### src/rtl/mem_dma_pkg.sv
// Shared types and bus encodings for the mem_dma block-transfer engine.
package mem_dma_pkg;

   typedef enum logic [2:0] {
      IDLE,
      RD,
      RWAIT,
      WR,
      DONE
   } state_t;

   localparam logic MODE_COPY = 1'b0;
   localparam logic MODE_FILL = 1'b1;
   localparam logic RW_READ   = 1'b1;
   localparam logic RW_WRITE  = 1'b0;

endpackage

### src/rtl/mem_dma.sv
// Bus-master engine that copies or fills a block of words on the single-port
// synchronous RAM bus, leaving the bus idle whenever no transfer is running.
module mem_dma
   import mem_dma_pkg::*;
#(
   parameter int A = 10,
   parameter int D = 8
) (
   input  logic         clk,
   input  logic         reset,
   input  logic         start,
   input  logic         mode,
   input  logic [A-1:0] src_addr,
   input  logic [A-1:0] dst_addr,
   input  logic [A-1:0] len,
   input  logic [D-1:0] fill_value,
   output logic         busy,
   output logic         done,
   output logic         mem_cs,
   output logic         mem_rw,
   output logic [A-1:0] mem_addr,
   output logic [D-1:0] mem_wdata,
   input  logic [D-1:0] mem_rdata
);

   localparam logic [A-1:0] ONE = {{(A-1){1'b0}}, 1'b1};

   state_t       r_state;
   state_t       w_next;
   logic         r_mode;
   logic [A-1:0] r_src;
   logic [A-1:0] r_dst;
   logic [A-1:0] r_len;
   logic [D-1:0] r_fill;
   logic [A-1:0] r_idx;
   logic [D-1:0] r_data;
   logic [A-1:0] w_idx_inc;

   assign w_idx_inc = r_idx + ONE;

   always_ff @(posedge clk or posedge reset) begin
      if (reset) begin
         r_state <= IDLE;
      end else begin
         r_state <= w_next;
      end
   end

   // Operands are frozen at the start edge so later input changes cannot disturb a transfer.
   always_ff @(posedge clk or posedge reset) begin
      if (reset) begin
         r_mode <= MODE_COPY;
         r_src  <= '0;
         r_dst  <= '0;
         r_len  <= '0;
         r_fill <= '0;
         r_idx  <= '0;
         r_data <= '0;
      end else begin
         case (r_state)
            IDLE: begin
               if (start) begin
                  r_mode <= mode;
                  r_src  <= src_addr;
                  r_dst  <= dst_addr;
                  r_len  <= len;
                  r_fill <= fill_value;
                  r_idx  <= '0;
               end
            end
            RWAIT:   r_data <= mem_rdata;
            WR:      r_idx  <= w_idx_inc;
            default: ;
         endcase
      end
   end

   always_comb begin
      w_next = r_state;
      case (r_state)
         IDLE: begin
            if (start) begin
               if (len == '0) begin
                  w_next = DONE;
               end else if (mode == MODE_FILL) begin
                  w_next = WR;
               end else begin
                  w_next = RD;
               end
            end
         end
         RD:    w_next = RWAIT;
         RWAIT: w_next = WR;
         WR: begin
            if (w_idx_inc == r_len) begin
               w_next = DONE;
            end else if (r_mode == MODE_FILL) begin
               w_next = WR;
            end else begin
               w_next = RD;
            end
         end
         DONE:    w_next = IDLE;
         default: w_next = IDLE;
      endcase
   end

   // Bus outputs depend only on registered state and latched operands.
   always_comb begin
      busy      = (r_state != IDLE);
      done      = 1'b0;
      mem_cs    = 1'b0;
      mem_rw    = RW_READ;
      mem_addr  = '0;
      mem_wdata = '0;
      case (r_state)
         RD: begin
            mem_cs   = 1'b1;
            mem_addr = r_src + r_idx;
         end
         WR: begin
            mem_cs    = 1'b1;
            mem_rw    = RW_WRITE;
            mem_addr  = r_dst + r_idx;
            mem_wdata = (r_mode == MODE_FILL) ? r_fill : r_data;
         end
         DONE:    done = 1'b1;
         default: ;
      endcase
   end

endmodule
### config.mk
export PLATFORM = sky130hd
export DESIGN_NAME = mem_dma
export DESIGN_NICKNAME = d
export VERILOG_FILES = /design/src/rtl/mem_dma_pkg.sv /design/src/rtl/mem_dma.sv
export SDC_FILE = /design/constraint.sdc
export NUM_CORES = 1
export LEC_CHECK = 0
export BUFFER_PORTS_ARGS = -buffer_cell sky130_fd_sc_hd__buf_2
export CAP_MARGIN = 20
export CORE_MARGIN = 2
export CORE_UTILIZATION = 52
export CTS_BUF_LIST = sky130_fd_sc_hd__clkbuf_2 sky130_fd_sc_hd__clkbuf_4 sky130_fd_sc_hd__clkbuf_8
export CTS_CLUSTER_DIAMETER = 50
export DETAILED_ROUTE_END_ITERATION = 8
export PLACE_DENSITY = 0.77
export RECOVER_POWER = 100
export SLEW_MARGIN = 20
export SYNTH_ARGS = -nofsm -noshare
export SYNTH_HDL_FRONTEND = slang
export SYNTH_SLANG_ARGS = --single-unit
### constraint.sdc
create_clock -name clk -period 3.5 [get_ports clk]
set_input_delay 0.7 -clock clk [delete_from_list [all_inputs] [get_ports clk]]
set_output_delay 0.7 -clock clk [all_outputs]
set_load 0.02 [all_outputs]
; Yosys cells after proc, flatten, opt, wreduce, memory -nomap -nowiden
; Cells that the tools add are included.
[classes]
add_sub_neg = 3
n_reduce_logical = 7
n_eq_ne = 6
n_mux = 14
[ops]
columns = op, count
row1 = 10-bit one-hot mux with 2 select lines, 2
row2 = 10-bit adder, 2
row3 = 8-bit two-way mux, 2
row4 = 3-bit one-hot mux with 4 select lines, 1
row5 = "10-bit by 1-bit adder with 10-bit output, second input constant", 1
row6 = 10-bit equality test, 1
row7 = 10-bit zero test, 1
row8 = 10-bit two-way mux, 1
row9 = 3-bit two-way mux, 3
row10 = "3-bit by 2-bit equality test with 1-bit output, second input constant", 2
row11 = 2-bit two-way mux, 2
row12 = 2-bit AND reduction, 2
row13 = "3-bit by 1-bit equality test with 1-bit output, second input constant", 1
row14 = "3-bit equality test, second input constant", 1
row15 = 3-bit zero test, 1
row16 = 1-bit two-way mux, 3
row17 = 3-bit nonzero test, 1
row18 = "2-bit inequality test, second input constant", 1
row19 = 2-bit nonzero test, 1
row20 = 2-bit OR reduction, 1
[totals]
wordCells = 38
reg_bits = 60
input_bits = 50

; Depth between registers and ports, before layout
; Gate-level depths: netlist of run 1.
[logic_depth]
word_depth = 4
ltp_mapped = 15
depth_no_buf = 12

; Least setup slack after synthesis of run 1
; Ideal clock, no wire load.
[synth_timing]
path_type = flip-flop to output port
from = register r_state[2]
to = output port mem_addr[8]
arrival_time_ns = 3.111
path_stages_with_launch = 16
setup_slack_ns = -0.311
path_cell_list = dfrtp_1 buf_2 nand2b_1 buf_6 nor2_4 inv_2 clkbuf_1 nand2_1 nand2_1 ha_1 fa_1 a21o_1 a21oi_1 o211ai_1 o31ai_1 mux2i_1
[synth_via]
elab_chain_cells = 2
[synth_rtl]
columns = element, line_no
row1 = start: declaration, mem_dma.sv:28  ; state_t r_state;
row2 = start signal: assignment, mem_dma.sv:45  ; r_state <= w_next;
row3 = 3-bit by 2-bit equality test with 1-bit output or 3-bit by 1-bit equality test with 1-bit output (tied branches), mem_dma.sv:116  ; case (r_state)
row4 = 10-bit one-hot mux with 2 select lines *, mem_dma.sv:116
row5 = end: declaration, mem_dma.sv:21  ; output logic [A-1:0] mem_addr,
; Every way passes the cells marked *; elsewhere a longest branch is shown, timed or not.

; Worst setup path in the final report of run 1
; Ends and elaborated chain as after synthesis.

==> metrics, run 1 <==
clock latency on the worst-skew pair=340 ps; Syn Std Cell Area=3520 sq um; total vias in the final route=2,817; Pwr Density=996 nW/um^2; CTS root buffer=clkbuf_8; Max-cap violations=2; async set or reset register ratio after synthesis=100%; initial antenna violation count=0; Top FF cell, synth=dfrtp_1; Avg Vias per Cell=5.69; min cycle time layout=3530 ps; RSZ-0062 raised after global routing=true; CTS Buf Count=9; number of enable flip-flop cells after synthesis=0; largest net degree at the start of global routing=33; multi-input logic area=2010 sq um; register area share after synthesis=42.6%; Starting Density=54.6%; Slowest-stage cell, CP=dfrtp_1; Final period util=101%; aggregate global routing overflow=0; Final setup viols=1; Syn-to-layout area delta=22.3%; core area=6460 sq um; endpoints failing hold=0; internal power=0.00245 W; Max VDD drop=635 uV; Port Buf Inserts=71; CP endpoint kind=output port; RePlAce Congestion=0.815; sw frac=42.9%; violated checks=max-capacitance violations, max-slew violations, negative setup slack; CTS tree=built; flops & latches, synth=60; crit-path max cell delay=370 ps; Die Span X=86.3 um; skew final=8.22 ps; status=finished with violations; sequential power share=30.3%; CP max FO=8; vias in the first global route=2,748; die outline height=86.3 um; number of H-tree levels=3; TNS Setup=-26.5 ps; global-route usage over all layers=22.7%; Mean Syn Cell Area=10.6 sq um; Comb power frac=55.4%; WL/cell=16.5 um; cell family with most CP delay=compound AO/OA/AOI/OAI gates; CTS hold repair buffers=0; clk buf depth=2; CP Buf/Inv Count=2; NetSw=0.00184 W; fillers=505; synth warn=0; clock share of power=14.3%; synth unique cells=56; Detailed Routing Iterations Pass 1=4; Final Slew Violations=50; max_slew headroom=-6.68%; CP Class=flip-flop to output port; fmax=284 MHz; worst path cell trace=nand2b_4 -> nor2_4 -> inv_4 -> nand2_2 -> nand2_1 -> ha_2 -> fa_2 -> a21o_1 -> a21oi_2 -> o211ai_1 -> o31ai_2 -> mux2i_2 -> buf_4; Routed WL=8170 um; Leak=1.97 nW; total power=0.00429 W; Detail Route Antenna Nets=0; Hold Path Class=flip-flop to flip-flop; Residual DRC=0; setup slack after layout=-26.5 ps; post-route insts no fill=495; nets@finish=474; Worst EP arrival=2830 ps; Required @ worst endpoint=2800 ps; clk slew on worst S/H paths=60 ps; total clock sinks=60; startpoint types=flip-flop; post-synth net total=392; first-pass GRT wire length=13,000 um; Rows=29; Tightest Pin Transition=1600 ps; dpl cells=471; share of layout cells above drive strength 1=43.5%; antenna cells=0; Die ar.=7450 sq um; Starting DRT DRC Count=195; # IOs=72; FF+latch area=1500 sq um; hpwl dp=5790 um; Syn Inst Count=331
per-layer routing:
| layer | track usage, % | wire (um) | part of all wire, % |
|---|---|---|---|
| met4 | 7.10 | 104 | 1.3 |
| met1 | 30.0 | 3620 | 44 |
| met2 | 37.5 | 4060 | 50 |
| met5 | 0 | 0 | 0 |
| met3 | 5.24 | 384 | 4.7 |
flip-flops by register name, indices dropped and copies added (netlist names):
register,count
r_data,8
r_dst,10
r_fill,8
r_idx,10
r_len,10
r_mode,1
r_src,10
r_state,3
cell usage in the layout, fill, tap and decap left out, drive strengths merged, types with 2 or more instances in the layout:
cell,Yosys,routed
o22ai,2,2
clkbuf,6,12
nor3,3,3
or2,2,2
a21oi,9,9
a211oi,4,4
mux2,47,47
a41oi,2,2
mux2i,10,10
nor2,28,28
or4,3,3
o21ai,14,14
nand2,42,42
o41ai,3,3
or3,4,4
ha,10,10
o31ai,5,5
inv,8,8
buf,10,84
o2111ai,2,2
clkinv,0,6
xnor2,15,15
dfrtp,60,60
xor2,7,7
nand3,10,10
and3,3,3
nand2b,3,3
and2,4,4
Yosys cell counts, drive strengths merged (3+ instances only):
library cell / instances / share of area [%]
dfrtp: 60 / 43
mux2: 47 / 15
nand2: 42 / 4.5
nor2: 28 / 3.3
xnor2: 15 / 3.7
o21ai: 14 / 2.0
buf: 10 / 2.3
ha: 10 / 3.6
mux2i: 10 / 2.8
nand3: 10 / 1.8
a21oi: 9 / 1.3
inv: 8 / 0.85
xor2: 7 / 2.0
clkbuf: 6 / 0.92
o31ai: 5 / 1.1
a211oi: 4 / 0.85
and2: 4 / 0.71
or3: 4 / 0.75
and3: 3 / 0.53
nand2b: 3 / 0.53
nor3: 3 / 0.89
o41ai: 3 / 0.75
or4: 3 / 0.75
logic make-up after synthesis:
| group | after synthesis | share of synthesized area [%] |
|---|---|---|
| simple gates | 106 | 15.4 |
| mux | 57 | 17.9 |
| compound gates | 51 | 10.2 |
| buf+inv | 24 | 4.08 |
| xor+xnor | 22 | 5.68 |
| fa+ha+maj | 11 | 4.12 |
| flops | 60 | 42.6 |
power groups by stage:
stage          Clock, W  Combinational, W  Sequential (W)
2_1_floorplan         0           0.00169         0.00119
4_1_cts        0.000621           0.00221         0.00130
3_3_place_gp          0           0.00208         0.00130
6_report       0.000614           0.00238         0.00130
3_5_place_dp          0           0.00213         0.00131
5_1_grt        0.000649           0.00261         0.00134
stage by stage:
| stage | util (%) | worst slack [ps] | hold slack [ps] | cell area, sq um |
|---|---|---|---|---|
| finish | 66.7 | -26.5 | 508 | 4310 |
| global route | 66.7 | -161 | 523 | 4310 |
| CTS | 65.2 | -31.9 | 457 | 4210 |
| detailed placement | 61.4 | 73.9 | 495 | 3960 |
| global placement | 61.4 | 166 | 489 | 3960 |
| floorplan | - | -70.5 | 480 | 3560 |
what timing repair did:
action,CTS,global route
setup buffers,6,2
endpoints found under the setup margin,3,4
pin swaps,5,1
gates resized for setup,4,19
final timing paths:
path | cells past startpoint | slack [ps] | to | start
max | 13 | -30 | mem_addr[8] | r_state[2]
min | 1 | 510 | r_dst[8] | r_dst[8]
max reg2reg | 5 | 130 | r_dst[2] | r_state[0]
min reg2reg | 1 | 510 | r_dst[8] | r_dst[8]
max in group asynchronous | 3 | 760 | r_len[0] | reset
min in group asynchronous | 2 | 670 | r_src[6] | reset
final cells by class:
cell class | count | share of cell area [%]
multi-input combinational | 247 | 46.5
sequential | 60 | 34.8
timing repair buffer | 87 | 11.2
clock buffer | 9 | 2.87
tap | 77 | 2.24
clock inverter | 7 | 1.57
inverter | 8 | 0.755
No activity file was read; power rests on OpenSTA's default activity.
==> inputs of run 2 (changes only) <==
--- a/config.mk
+++ b/config.mk
@@ -7,12 +7,13 @@
 export LEC_CHECK = 0
 export BUFFER_PORTS_ARGS = -buffer_cell sky130_fd_sc_hd__buf_2
 export CAP_MARGIN = 20
+export CORE_ASPECT_RATIO = 0.7
 export CORE_MARGIN = 2
-export CORE_UTILIZATION = 52
+export CORE_UTILIZATION = 57
 export CTS_BUF_LIST = sky130_fd_sc_hd__clkbuf_2 sky130_fd_sc_hd__clkbuf_4 sky130_fd_sc_hd__clkbuf_8
 export CTS_CLUSTER_DIAMETER = 50
 export DETAILED_ROUTE_END_ITERATION = 8
-export PLACE_DENSITY = 0.77
+export PLACE_DENSITY = 0.8
 export RECOVER_POWER = 100
 export SLEW_MARGIN = 20
 export SYNTH_ARGS = -nofsm -noshare
==> constraint.sdc (replaced) <==
create_clock -name clk -period 3.3 [get_ports clk]
set_input_delay 0.66 -clock clk [delete_from_list [all_inputs] [get_ports clk]]
set_output_delay 0.66 -clock clk [all_outputs]
set_load 0.02 [all_outputs]
==> run 2 against run 1 <==
  * The flow finishes with violations (negative setup slack)
  * Global-route usage is 4.1 points higher
  * Flip-flop and latch count did not move
  * Die area fell by 8.2%
  * Clock-buffer cell count unchanged
  * Hold slack is essentially flat
  * Combinational power grew 21%
  * Critical path depth did not move
  * Largest cell class unchanged
  * Largest power group unchanged
==> metrics, run 2 (synthesis results as in run 1) <==
status=finished with violations; violated checks=negative setup slack; global-route usage over all layers=26.8%; internal power=0.00276 W; # IOs=72; Hold Path Class=flip-flop to flip-flop; TNS Setup=-1190 ps; largest net degree at the start of global routing=34; most frequent cells in the layout=67 x buf_2, 60 x dfrtp_1, 47 x mux2_2; Starting DRT DRC Count=273; aggregate global routing overflow=0; endpoints failing hold=0; share of layout cells above drive strength 1=46.0%; Final setup viols=4; skew final=13.0 ps; Residual DRC=0; clk buf depth=2; Port Buf Inserts=71; Tightest Pin Transition=1230 ps; CP max FO=6; clock share of power=13.3%; Required @ worst endpoint=2640 ps; core area=5840 sq um; sequential power share=28.6%; Leak=2.03 nW; Final Slew Violations=0; setup slack after layout=-407 ps; worst path cell trace=nand2b_4 -> nor2_4 -> inv_4 -> nand2_2 -> nand2_2 -> ha_4 -> fa_2 -> a21o_1 -> a21oi_2 -> o211ai_1 -> o31ai_2 -> mux2i_2 -> buf_4; CP endpoint kind=output port; Pwr Density=1110 nW/um^2; startpoint types=flip-flop; RR Startpoint=r_state[0]; CTS root buffer=clkbuf_8; Rows=23; hpwl dp=6190 um; Detail Route Antenna Nets=0; clk slew on worst S/H paths=70 ps; Worst Reg-to-Reg Cells=7; Syn-to-layout area delta=26.5%; Comb power frac=58.1%; RePlAce Congestion=0.891; Hold Startpoint=r_dst[9]; fillers=399; NetSw=0.00218 W; worst hold margin=508 ps; initial antenna violation count=0; number of H-tree levels=3; min cycle time layout=3710 ps; most common cell after layout, fill and taps aside=buf_2; CTS tree=built; hold depth=1; crit-path max cell delay=380 ps; Die Span X=98.0 um; Die ar.=6840 sq um; Avg Vias per Cell=6.02; sw frac=44.2%; most used cell, CP=nand2_2; CP Class=flip-flop to output port; total vias in the final route=3,038; Max-cap violations=0; Detailed Routing Iterations Pass 1=5; reg-to-reg endpoint=r_idx[4]; antenna cells=0; WL/cell=18.6 um; die outline height=69.8 um; WHS Endpoint=r_dst[9]; vias in the first global route=2,985; Routed WL=9410 um; fmax=270 MHz; CTS Buf Count=9; RSZ-0062 raised after global routing=true; total clock sinks=60; flop2flop setup slack=370 ps; Max VDD drop=530 uV; nets@finish=487; Slowest-stage cell, CP=dfrtp_1; first-pass GRT wire length=14,500 um; Worst EP arrival=3050 ps; clock latency on the worst-skew pair=360 ps; Starting Density=60.3%; Final period util=112%; max_slew headroom=17.8%
==> run 2: cell type report <==
type,count,area [sq um],area share [%]
multi-input combinational,247,2050,46.0
sequential,60,1500,33.7
timing repair buffer,100,587,13.2
clock buffer,9,124,2.78
tap,75,93.8,2.11
clock inverter,6,66.3,1.49
inverter,8,32.5,0.730
==> run 2: critical path: cells and delay by family (launching register included) <==
family,cells,cell delay (ps)
AO/OA/AOI/OAI,4,850
adder cells (fa/ha/maj),2,520
AND/OR/NAND/NOR,4,460
flip-flops,1,380
buffers and inverters,2,240
multiplexers,1,240
==> run 2: worst max-delay path by stage <==
stage / to / depth (start not counted) / startpoint
detailed placement: mem_addr[8] / 13 / r_state[2]
global route: mem_addr[8] / 13 / r_state[2]
CTS: mem_addr[8] / 13 / r_state[2]
floorplan: mem_addr[8] / 15 / r_state[2]
global placement: mem_addr[8] / 13 / r_state[2]
finish: mem_addr[8] / 13 / r_state[2]
==> run 2: routing by layer <==
layer | track usage (%) | wire, um
met1 | 36.6 | 3980
met2 | 40.5 | 4480
met3 | 8.06 | 792
met4 | 10.2 | 157
met5 | 0 | 0
==> run 2: per-stage QoR <==
stage	power (W)	cell area (sq um)	setup WS, ps	utilization (%)	instances
2_1_floorplan	0.00306	3560	-231	-	331
3_3_place_gp	0.00361	3990	114	68.2	474
3_5_place_dp	0.00371	3990	7.47	68.2	474
4_1_cts	0.00451	4270	-262	73.1	496
5_1_grt	0.00522	4460	-551	76.3	505
6_report	0.00495	4460	-407	76.3	505
==> run 2: repair_timing <==
item                                    CTS  global route
hold endpoints to repair                  0             0
pin swaps                                 7            11
endpoints found under the setup margin    4             6
gates cloned                              0             0
hold buffers                              0             0
gates resized for setup                   8            26
buffers inserted                          7            10
==> run 2: power groups by stage <==
stage / registers, W / logic (W) / clock network (W)
after global placement: 0.00137 / 0.00224 / 0
final: 0.00141 / 0.00287 / 0.000659
after global routing: 0.00144 / 0.00308 / 0.000700
after detailed placement: 0.00138 / 0.00233 / 0
after floorplan: 0.00126 / 0.00180 / 0
after CTS: 0.00138 / 0.00247 / 0.000667
==> inputs of run 3 (changes only) <==
--- a/config.mk
+++ b/config.mk
@@ -5,13 +5,14 @@
 export SDC_FILE = /design/constraint.sdc
 export NUM_CORES = 1
 export LEC_CHECK = 0
+export ABC_AREA = 1
 export BUFFER_PORTS_ARGS = -buffer_cell sky130_fd_sc_hd__buf_2
 export CAP_MARGIN = 20
 export CORE_ASPECT_RATIO = 0.7
 export CORE_MARGIN = 2
 export CORE_UTILIZATION = 57
 export CTS_BUF_LIST = sky130_fd_sc_hd__clkbuf_2 sky130_fd_sc_hd__clkbuf_4 sky130_fd_sc_hd__clkbuf_8
-export CTS_CLUSTER_DIAMETER = 50
+export CTS_CLUSTER_DIAMETER = 100
 export DETAILED_ROUTE_END_ITERATION = 8
 export PLACE_DENSITY = 0.8
 export RECOVER_POWER = 100
==> run 3 against run 2 <==
  * The run now ends clean
  * Design area is 0.70% lower
  * Via count is 10% higher
  * Clock-buffer cell count is 3 higher
  * Fmax is 13% higher
  * Critical path depth stayed put
  * Largest cell class unchanged
  * Highest routed layer unchanged
==> metrics, run 3 <==
most frequent cells in the layout=95 x nand2_1, 67 x buf_2, 64 x inv_1; number of H-tree levels=3; setup slack after layout=6.87 ps; Worst setup endpoint=mem_addr[7]; Hold Path Class=primary input to async pin; RePlAce Congestion=0.910; aggregate global routing overflow=0; Syn-to-layout area delta=25.2%; core area=5840 sq um; Avg Vias per Cell=5.42; async set or reset register ratio after synthesis=100%; Starting Density=60.5%; Residual DRC=0; startpoint types=flip-flop; Max-cap violations=0; post-synth net total=508; CTS hold repair buffers=0; antenna cells=0; Pwr Density=1130 nW/um^2; number of enable flip-flop cells after synthesis=0; clk buf depth=2; flops & latches, synth=60; Required @ worst endpoint=2640 ps; largest net degree at the start of global routing=41; Detailed Routing Iterations Pass 1=5; cell accounting for the most synthesized area=dfrtp_1; Die Span X=98.1 um; CTS tree=built; top-count cell post-synth=nand2_1; total power=0.00499 W; share of layout cells above drive strength 1=30.8%; skew final=5.42 ps; Die ar.=6860 sq um; Syn Inst Count=447; CP endpoint kind=output port; Rows=23; Final setup viols=0; Detail Route Antenna Nets=0; fillers=432; status=completed; clock latency on the worst-skew pair=340 ps; Worst EP arrival=2630 ps; Post-synth top cells=100 x nand2_1, 65 x inv_1, 60 x dfrtp_1; share of the synthesized area in the top cell type=42.5%; WL/cell=14.6 um; RSZ-0062 raised after global routing=true; total vias in the final route=3,345; Util after Layout=75.8%; Leak=2.30 nW; Final period util=99.8%; max_slew headroom=16.3%; Max VDD drop=581 uV; Mean Syn Cell Area=7.91 sq um; CP max FO=5; # IOs=72; Worst Reg-to-Reg Cells=6; register area share after synthesis=42.5%; FF+latch area=1500 sq um; Top FF cell, synth=dfrtp_1; largest cells by area after synthesis=dfrtp_1 42%, nand2_1 11%, inv_1 6.9%, mux2_2 6.7%, o21ai_0 6.7%; hpwl dp=6690 um; nets@finish=599; synth unique cells=36; Worst Setup Slack post-DPL=40.8 ps; most common cell after layout, fill and taps aside=nand2_1; endpoints failing hold=0; multi-input logic area=1830 sq um; synth warn=0; Syn Std Cell Area=3530 sq um; worst hold margin=411 ps; initial antenna violation count=0; global-route usage over all layers=26.8%; RR Startpoint=r_state[0]; total clock sinks=60; CTS Buf Count=9; Setup crit start=r_state[2]; vias in the first global route=3,143; clk slew on worst S/H paths=70 ps; first-pass GRT wire length=14,600 um; CTS root buffer=clkbuf_8; CP Class=flip-flop to output port; Final Slew Violations=0; Port Buf Inserts=71; fmax=304 MHz; Starting DRT DRC Count=281; reg-to-reg endpoint=r_src[0]; die outline height=69.9 um; TNS Setup=0 ps; Tightest Pin Transition=1260 ps; min cycle time layout=3290 ps; flop2flop setup slack=750 ps; Routed WL=9010 um
## run 3: through the flow
step / area (sq um) / instances
final: 4430 / 617
after global routing: 4430 / 617
after CTS: 4320 / 609
after detailed placement: 4010 / 591
after global placement: 4010 / 591
after floorplan: 3540 / 447
## run 3: power by group
part,internal (W),leakage [nW],switching (W),total (W)
clock network,0.000484,0.119,0.000286,0.000770
logic,0.00115,1.45,0.00171,0.00286
registers,0.00109,0.726,0.000274,0.00136
## run 3: routing by layer
metal / global-route usage, % / vias up / routed length [um]
met5: 0 / - / 0
met4: 9.41 / 0 / 142
met3: 6.61 / 17 / 707
met2: 39.8 / 142 / 4150
met1: 38.4 / 1557 / 4010
li1: - / 1629 / -
## run 3: logic make-up (layout without fill, tap and decap cells)
logic type / after synthesis / in the layout / share of synthesized area (%)
flops: 60 / 60 / 42.5
mux: 22 / 22 / 6.97
fa+ha+maj: 11 / 11 / 4.11
compound gates: 81 / 81 / 12.2
simple gates: 190 / 190 / 24.7
xor+xnor: 4 / 4 / 0.991
buf+inv: 79 / 174 / 8.57
## run 3: layout make-up
cell class	count	area share, %
clock buffers	12	3.73
clock inverters	3	1.55
inverters	67	5.80
multi-input cells	308	41.2
flip-flops and latches	60	33.9
well taps	75	2.12
repair buffers	91	11.5
repair inverters	1	0.113
## run 3: what timing repair did
item | in CTS | in global routing
setup buffers | 3 | 7
setup endpoints to repair | 6 | 6
gates resized for setup | 21 | 23
pin swaps | 7 | 14
gates cloned | 0 | 1
## run 3: worst min-delay path by stage
stage,end,slack [ps],depth (start not counted)
3_3_place_gp,r_dst[9],490,1
5_1_grt,r_src[9],460,2
2_1_floorplan,r_len[2],470,2
6_report,r_dst[0],410,2
4_1_cts,r_dst[0],290,2
3_5_place_dp,r_len[1],490,2
## run 3: critical path, stage by stage, from the launching register on
cell	delay, ps
dfrtp_1	390
inv_2	80
nand2_4	60
nor2_8	130
clkinv_2	100
o21ai_0	270
ha_1	340
a21oi_1	190
o21ai_2	100
a21oi_2	140
o21bai_1	90
xor2_1	140
nor2_1	100
buf_4	150
